===== config.mk =====
export PLATFORM = sky130hd
export DESIGN_NAME = instruction_fetch_unit
export DESIGN_NICKNAME = d
export VERILOG_FILES = /design/src/rtl/cpu_pkg.sv /design/src/rtl/pc_next_logic.sv /design/src/rtl/instruction_fetch_unit.sv
export SDC_FILE = /design/constraint.sdc
export NUM_CORES = 1
export LEC_CHECK = 0
export CAP_MARGIN = 40
export CORE_UTILIZATION = 52
export DETAILED_ROUTE_END_ITERATION = 6
export HOLD_SLACK_MARGIN = 0.03
export PLACE_DENSITY_LB_ADDON = 0.3
export REMOVE_ABC_BUFFERS = 1
export SLEW_MARGIN = 15
export SYNTH_ARGS = -nofsm -noshare
export SYNTH_HDL_FRONTEND = slang
export SYNTH_SLANG_ARGS = --single-unit

===== constraint.sdc =====
create_clock -name clk -period 5.3 [get_ports clk]
set_input_delay 1.06 -clock clk [delete_from_list [all_inputs] [get_ports clk]]
set_output_delay 1.06 -clock clk [all_outputs]
set_load 0.05 [all_outputs]

===== src/rtl/cpu_pkg.sv =====
// Shared fetch-stage types and constants: datapath widths, default halt encoding,
// fetch FSM states and the next-PC source selector.
package cpu_pkg;

   localparam int INSTR_W = 16;
   localparam int ADDR_W  = 16;

   localparam logic [INSTR_W-1:0] DEFAULT_HALT_WORD = 16'hFFFF;

   typedef enum logic [0:0] {
      RUN  = 1'b0,
      HALT = 1'b1
   } fetch_state_t;

   typedef enum logic [2:0] {
      PC_HOLD   = 3'd0,
      PC_SEQ    = 3'd1,
      PC_JUMP   = 3'd2,
      PC_BRANCH = 3'd3,
      PC_RESET  = 3'd4
   } pc_sel_t;

endpackage


===== src/rtl/pc_next_logic.sv =====
// Combinational next-PC selection: hold, sequential +2, absolute jump,
// PC-relative branch from the fetched instruction's address, or restart.
module pc_next_logic
   import cpu_pkg::*;
#(
   parameter logic [ADDR_W-1:0] RESET_PC = 16'h0000
) (
   input  logic [ADDR_W-1:0] pc,
   input  logic [ADDR_W-1:0] instr_pc,
   input  logic [ADDR_W-1:0] jump_target,
   input  logic [7:0]        branch_offset,
   input  pc_sel_t           sel,
   output logic [ADDR_W-1:0] pc_next
);

   logic [ADDR_W-1:0] branch_disp_s;

   // Word offset sign-extended and scaled to bytes; the add wraps modulo 2^16.
   assign branch_disp_s = {{7{branch_offset[7]}}, branch_offset, 1'b0};

   // Next-PC multiplexer
   always_comb begin
      pc_next = pc;
      case (sel)
         PC_HOLD:   pc_next = pc;
         PC_SEQ:    pc_next = pc + 16'd2;
         PC_JUMP:   pc_next = jump_target & 16'hFFFE;
         PC_BRANCH: pc_next = instr_pc + 16'd2 + branch_disp_s;
         PC_RESET:  pc_next = RESET_PC & 16'hFFFE;
         default:   pc_next = pc;
      endcase
   end

endmodule


===== src/rtl/instruction_fetch_unit.sv =====
// Fetch stage: owns the PC, presents it to the instruction memory and captures
// the returned word into the decode-facing fetch register, with RUN/HALT control.
module instruction_fetch_unit
   import cpu_pkg::*;
#(
   parameter logic [ADDR_W-1:0]  RESET_PC  = 16'h0000,
   parameter logic [INSTR_W-1:0] HALT_WORD = DEFAULT_HALT_WORD
) (
   input  logic               clk,
   input  logic               rst_n,
   input  logic               start,
   input  logic               stall,
   input  logic               jump,
   input  logic [ADDR_W-1:0]  jump_target,
   input  logic               branch_taken,
   input  logic [7:0]         branch_offset,
   output logic [ADDR_W-1:0]  imem_addr,
   input  logic [INSTR_W-1:0] imem_rdata,
   output logic [INSTR_W-1:0] instr,
   output logic [ADDR_W-1:0]  instr_pc,
   output logic               instr_valid,
   output logic               halted
);

   fetch_state_t       state_r;
   fetch_state_t       state_next_s;
   logic [ADDR_W-1:0]  pc_r;
   logic [ADDR_W-1:0]  pc_next_s;
   logic [INSTR_W-1:0] instr_r;
   logic [ADDR_W-1:0]  instr_pc_r;
   logic               instr_valid_r;
   pc_sel_t            pc_sel_s;
   logic               capture_s;
   logic               valid_next_s;
   logic               halt_seen_s;

   // A captured halt word, presented for its one valid cycle, retires fetch on the next edge.
   assign halt_seen_s = instr_valid_r && (instr_r == HALT_WORD);

   // FSM state register
   always_ff @(posedge clk or negedge rst_n) begin
      if (!rst_n) begin
         state_r <= HALT;
      end else begin
         state_r <= state_next_s;
      end
   end

   // FSM next-state logic
   always_comb begin
      state_next_s = state_r;
      case (state_r)
         HALT: begin
            if (start) begin
               state_next_s = RUN;
            end else begin
               state_next_s = HALT;
            end
         end
         RUN: begin
            if (start) begin
               state_next_s = RUN;
            end else if (halt_seen_s) begin
               state_next_s = HALT;
            end else begin
               state_next_s = RUN;
            end
         end
         default: state_next_s = HALT;
      endcase
   end

   // FSM outputs: PC source, fetch capture and validity; redirects act only on a valid instruction
   always_comb begin
      pc_sel_s     = PC_HOLD;
      capture_s    = 1'b0;
      valid_next_s = instr_valid_r;
      case (state_r)
         HALT: begin
            valid_next_s = 1'b0;
            if (start) begin
               pc_sel_s = PC_RESET;
            end else begin
               pc_sel_s = PC_HOLD;
            end
         end
         RUN: begin
            if (start) begin
               pc_sel_s     = PC_RESET;
               valid_next_s = 1'b0;
            end else if (halt_seen_s) begin
               pc_sel_s     = PC_HOLD;
               valid_next_s = 1'b0;
            end else if (jump && instr_valid_r) begin
               pc_sel_s     = PC_JUMP;
               valid_next_s = 1'b0;
            end else if (branch_taken && instr_valid_r) begin
               pc_sel_s     = PC_BRANCH;
               valid_next_s = 1'b0;
            end else if (stall) begin
               pc_sel_s     = PC_HOLD;
               valid_next_s = instr_valid_r;
            end else begin
               pc_sel_s     = PC_SEQ;
               capture_s    = 1'b1;
               valid_next_s = 1'b1;
            end
         end
         default: begin
            pc_sel_s     = PC_HOLD;
            valid_next_s = 1'b0;
         end
      endcase
   end

   pc_next_logic #(
      .RESET_PC (RESET_PC)
   ) u_pc_next (
      .pc            (pc_r),
      .instr_pc      (instr_pc_r),
      .jump_target   (jump_target),
      .branch_offset (branch_offset),
      .sel           (pc_sel_s),
      .pc_next       (pc_next_s)
   );

   // PC and fetch register
   always_ff @(posedge clk or negedge rst_n) begin
      if (!rst_n) begin
         pc_r          <= RESET_PC & 16'hFFFE;
         instr_r       <= 16'h0000;
         instr_pc_r    <= 16'h0000;
         instr_valid_r <= 1'b0;
      end else begin
         pc_r          <= pc_next_s;
         instr_valid_r <= valid_next_s;
         if (capture_s) begin
            instr_r    <= imem_rdata;
            instr_pc_r <= pc_r;
         end else begin
            instr_r    <= instr_r;
            instr_pc_r <= instr_pc_r;
         end
      end
   end

   assign imem_addr   = pc_r;
   assign instr       = instr_r;
   assign instr_pc    = instr_pc_r;
   assign instr_valid = instr_valid_r;
   assign halted      = (state_r == HALT);

endmodule

* Yosys cells after proc, flatten, opt, wreduce, memory -nomap -nowiden
Index checks and enable logic that the tools add are counted.
** Storage, ports and cells
- Bits of input ports :: 46
- Output and inout port bits :: 50
- Bits in registers :: 50
- Logic and storage cells :: 43
** Operators by class
- Equality and inequality tests :: 6
- Bitwise gates (word level) :: 1
- Reduce and logical (&&, ||, !) cells :: 4
- Multiplexer cells :: 24
- Add/subtract/negate cells :: 3
** Operators with widths (count)
- 16-bit case mux with 4 select lines :: 1
- 16-bit by 2-bit adder with 16-bit output (second input constant) :: 2
- 16-bit adder :: 1
- 16-bit equality test (second input constant) :: 1
- 1-bit 2-to-1 mux :: 15
- 3-bit by 2-bit equality test with 1-bit output (second input constant) :: 2
- 2-bit 2-to-1 mux :: 3
- 3-bit 2-to-1 mux :: 2
- 6-bit inequality test (second input constant) :: 1
- 3-bit case mux with 2 select lines :: 1
- 1-bit case mux with 2 select lines :: 2
- 4-bit nonzero test :: 1
- 3-bit by 1-bit equality test with 1-bit output (second input constant) :: 1
- 3-bit equality test (second input constant) :: 1
- 1-bit logical AND :: 3
- 1-bit NOT :: 1

* Logic depth before layout (Yosys ltp)
- Depth after elaboration :: 8
- Gate-level depth with buffers :: 11
- Mapped depth without buffers :: 11

* Modules after synthesis
From an unflattened synthesis, not the netlist that was laid out.
** Unflattened totals
- Cell total of the unflattened synthesis :: 350
- Area, all modules :: 3656.0 um^2
** By module, submodules not included
- instruction_fetch_unit :: cells each 103, times used 1, sequential area each 1252.5 um^2, area each 1909.3 um^2
- pc_next_logic :: cells each 247, times used 1, sequential area each 0.0 um^2, area each 1746.7 um^2

* Worst setup path after synthesis
OpenSTA, ideal clock, no wires.
- Path kind :: in2reg
- Start :: input branch_offset[1]
- End :: register pc_r[14], in the netlist imem_addr[14]
- Data required time :: 5.196 ns
- Setup time :: 0.104 ns
- Arrival time :: 3.038 ns
- Path buffers :: 0
- Stages :: 9
- Path slack :: 2.159 ns
- Path through :: ha_1 > ha_1 > fa_1 > a211oi_1 > o21ai_0 > and3_1 > o31ai_1 > nand3b_1 > a221oi_1
** Between the ends
- Longest elaborated chain between the ends :: 2
** RTL lines
- start, declared :: line instruction_fetch_unit.sv:16 : input logic [7:0] branch_offset,
- 16-bit adder :: line pc_next_logic.sv:28 : PC_BRANCH: pc_next = instr_pc + 16'd2 + branch_disp_s;
- 16-bit case mux with 4 select lines :: line pc_next_logic.sv:24 : case (sel)
- end signal, assigned :: line instruction_fetch_unit.sv:130 : pc_r <= RESET_PC & 16'hFFFE;
- end signal, assigned :: line instruction_fetch_unit.sv:135 : pc_r <= pc_next_s;
- end, declared :: line instruction_fetch_unit.sv:27 : logic [ADDR_W-1:0] pc_r;
Every way passes these cells.
A chain may end at the register's enable or synchronous reset.

* Worst setup path after layout
Ends and elaborated chain as after synthesis.

==> results.txt <==
----------------------------------------------------
[Yosys]
  Most common flop cell mapped by yosys ... dfrtp_1
  Count of unique library cells instantiated by Yosys ... 57
  Post-synth top area share ... 36.1%
  Flip-flop and latch count after synthesis ... 50
  Number of synthesis warnings ... 0
  Library cell occupying the most area in the post-synthesis netlist ... dfrtp_1
  Async SR Flop Fraction ... 100%
  Post-synthesis area per instance ... 9.86 µm²
  Top-count cell post-synth ... dfrtp_1
  Number of enable flip-flop cells after synthesis ... 0
  Area of the mapped netlist ... 3400 µm²
  Largest cells by area after synthesis ... dfrtp_1 36%, mux2_2 11%, ha_1 10%, nand2_1 3.3%, a21oi_1 2.9%
  Sequential area share after synthesis ... 36.8%
  Cell count after synthesis ... 345
  Top cells by instance count after synthesis ... 49 x dfrtp_1, 33 x mux2_2, 30 x nand2_1

[Power]
  Internal power of the cells ... between 800 and 900 µW
  Leakage Power ... 0.00191 µW
  Highest ir drop seen on vdd ... 251 µV
  Flop pwr share ... 34.0%
  Switching share of power ... 41.7%
  Clock share of power ... 18.7%
  Combinational fraction of design power ... 47.3%
  Sw power ... 614 µW
  PD cells ... 326 nW/µm²

[GRT]
  Total GRT Usage ... 27.1%
  Number of antenna violations at the first check in global routing ... 0
  Pin count of the biggest net entering global routing ... between 50 and 60
  Global route total overflow ... 0
  Vias in the first global route ... 3050
  Global-route wire length before repair ... 15000 µm

[Routing]
  Post-route DRC violation count ... 0
  Via count ... 3154
  Mean routed wirelength per cell ... 17.7 µm
  Total length of routed wires ... 9090 µm
  Post-detailed-route via-to-cell ratio ... 6.14
  Antenna-violating nets left ... 0
  Pre-Repair DR Iteration Count ... 4
  Drt initial violations ... approximately 270

[Hold path]
  Hold depth ... 1
  Worst min-delay path category ... reg2reg

[Critical path]
  Arrival time reported for the critical path endpoint ... 3800 ps
  Launch instance of the worst register-to-register path ... instr_pc[2]
  Highest cell delay on the worst timing path ... approximately 430 ps
  Critical register-to-register path endpoint ... imem_addr[14]
  Family with the most delay on the worst path ... adder cells
  Worst reg-to-reg setup slack ... 2490 ps
  CP Class ... in2reg
  CP endpoint kind ... flip-flop
  Chain of cells forming the critical path ... clkdlybuf4s50_1 > ha_1 > ha_1 > fa_1 > a211oi_1 > o21ai_0 > and3_1 > o31ai_1 > nand3b_1 > a221oi_1
  Required time of the worst setup path ... 5510 ps
  CP bufs+invs ... 1
  Critical path origin ... branch_offset[1]
  Number of cells on the worst reg-to-reg path ... 9
  Endpoint of the most critical setup path ... imem_addr[14]
  Highest-delay cell along the critical path ... fa_1
  Critical path depth ... 10
  Max Fanout on Critical Path ... 3
  Worst path most repeated cell ... ha_1
  Type of origin of the critical path ... primary input

[Timing]
  Worst-margin pin slew ... 788 ps
  Relative slew margins ... a little under half
  Final setup violating endpoints ... 0
  Number of failing hold endpoints at the final stage ... 0
  Final Cycle Share ... 67.7%
  Setup TNS after final layout ... 0 ps
  Post-route minimum period ... 3590 ps
  Clock Skew ... 3.60 ps
  Peak clock frequency supported by timing ... 0.279 GHz
  RSZ-0062 raised after global routing ... no
  Number of max-slew violations in the final report ... 0

[Floorplan]
  Number of I/O pins ... 96
  Starting Density ... 53.9%
  Die X-Extent ... roughly 83 µm
  Area of the die ... between 6000 and 7000 µm²
  Floorplan die height ... 82.9 µm
  Placeable core region ... 6310 µm²
  Row count ... 29

[Clock tree]
  Hold buffers post-CTS ... 0
  Number of setup buffers added after CTS ... 0
  Buffer depth of the longest clock path ... 2
  Clock tree from TritonCTS ... yes
  Post-cts gate resize count ... 0
  Clock latency on the worst-skew pair ... 300 ps
  H-tree level count ... 2
  Root Driver ... clkbuf_8
  Cts bufs inserted ... 5
  Clock Sinks ... 50
  Clock-pin slew of the registers on the worst-case setup and hold paths ... 90 ps

[Finish]
  Multi-input logic area ... 2030 µm²
  Post-layout nets ... between 500 and 600
  Area taken by flip-flops and latches ... 1250 µm²
  Layout Cells excl Fill ... a little over 500
  ANT cells ... 0
  Final core occ ... 71.4%
  Layout overhead on the synthesized area ... 32.6%
  Layout cell share with drive strength beyond 1 ... 12.6%
  Fill cells ... approximately 530

[Place]
  Placer's final routability congestion estimate ... 0.873
  Placed cell count ... 504
  HPWL Detailed ... 6660 µm
  Port Buffer Count ... 94

[Job]
  Max-cap violation count ... 0

[Run status]
  Outcome ... finished clean

----------------------------------------------------
## registers in the layout, summed over array words and instances, names as in the netlist
register     cells
instr_pc        16
instr           16
instr_valid      1
halted           1
imem_addr       16
## per-layer routing
layer  global-route usage (%)  share of wire [%]  vias to the layer above
met5                        0                  0                        -
met4                     7.99                1.9                        0
met3                     5.17                6.2                       15
met2                     46.4                 50                      114
met1                     34.9                 42                     1532
li1                         -                  -                     1493
## layout make-up
| cell class | instances | share of cell area, % |
|---|---|---|
| multi-input cells | 270 | 45.1 |
| repair buffers | 99 | 21.7 |
| clock buffers | 6 | 1.61 |
| clock inverters | 2 | 0.833 |
| well taps | 77 | 2.14 |
| inverters | 10 | 0.833 |
| flip-flops and latches | 50 | 27.8 |
## cell families (layout without fill, tap and decap cells)
group / count (synthesis) / count (layout) / synth area share (%)
muxes: 34 / 34 / 11.2
buffers and inverters: 25 / 117 / 3.35
DFF: 50 / 50 / 36.8
xor gates and xnor gates: 12 / 12 / 3.09
and+or+nand+nor: 102 / 102 / 15.9
adders and majority gates: 29 / 29 / 10.9
AOI/OAI and AO/OA: 93 / 93 / 18.7
## per-stage QoR
stage | total power (µW) | instance area, µm² | setup WS [ps] | hold slack (ps)
6_report | 1470 | 4510 | 1710 | 538
5_1_grt | 1550 | 4510 | 1560 | 552
3_3_place_gp | 1180 | 4380 | 1450 | 513
4_1_cts | 1470 | 4490 | 1700 | 540
2_1_floorplan | 959 | 3320 | 2160 | 764
3_5_place_dp | 1200 | 4380 | 1400 | 516
## power groups by stage
stage | Sequential, µW | Clock (µW) | Combinational [µW]
2_1_floorplan | 706 | 0 | 253
5_1_grt | 509 | 297 | 740
6_report | 500 | 275 | 695
4_1_cts | 499 | 281 | 694
3_3_place_gp | 502 | 0 | 681
3_5_place_dp | 507 | 0 | 692
## cell usage in the layout, fill, tap and decap left out, types with 4 or more instances in the layout
cell type / count
buf_4: 4
mux2_2: 33
nor2_1: 19
and3_1: 4
o21ai_0: 14
nand3_1: 9
xor2_1: 4
a211oi_1: 10
nand4_1: 8
or3_1: 4
inv_1: 10
nor3_1: 10
a21o_1: 6
xnor2_1: 8
a21oi_1: 20
ha_1: 28
clkbuf_8: 5
dfrtp_1: 49
o31ai_1: 4
o32ai_1: 4
a221oi_1: 5
a31oi_1: 4
clkdlybuf4s50_1: 93
nor4_1: 4
nand2_1: 30
## how the worst min path moves through the flow
| stage | endpoint | from |
|---|---|---|
| after floorplan | imem_addr[0] | rst_n |
| after global placement | imem_addr[0] | instr_pc[0] |
| after global routing | instr[3] | instr[3] |
| after CTS | instr[3] | instr[3] |
| after detailed placement | instr[3] | instr[3] |
| final | instr[3] | instr[3] |
Power figures use the tool's default switching activity.
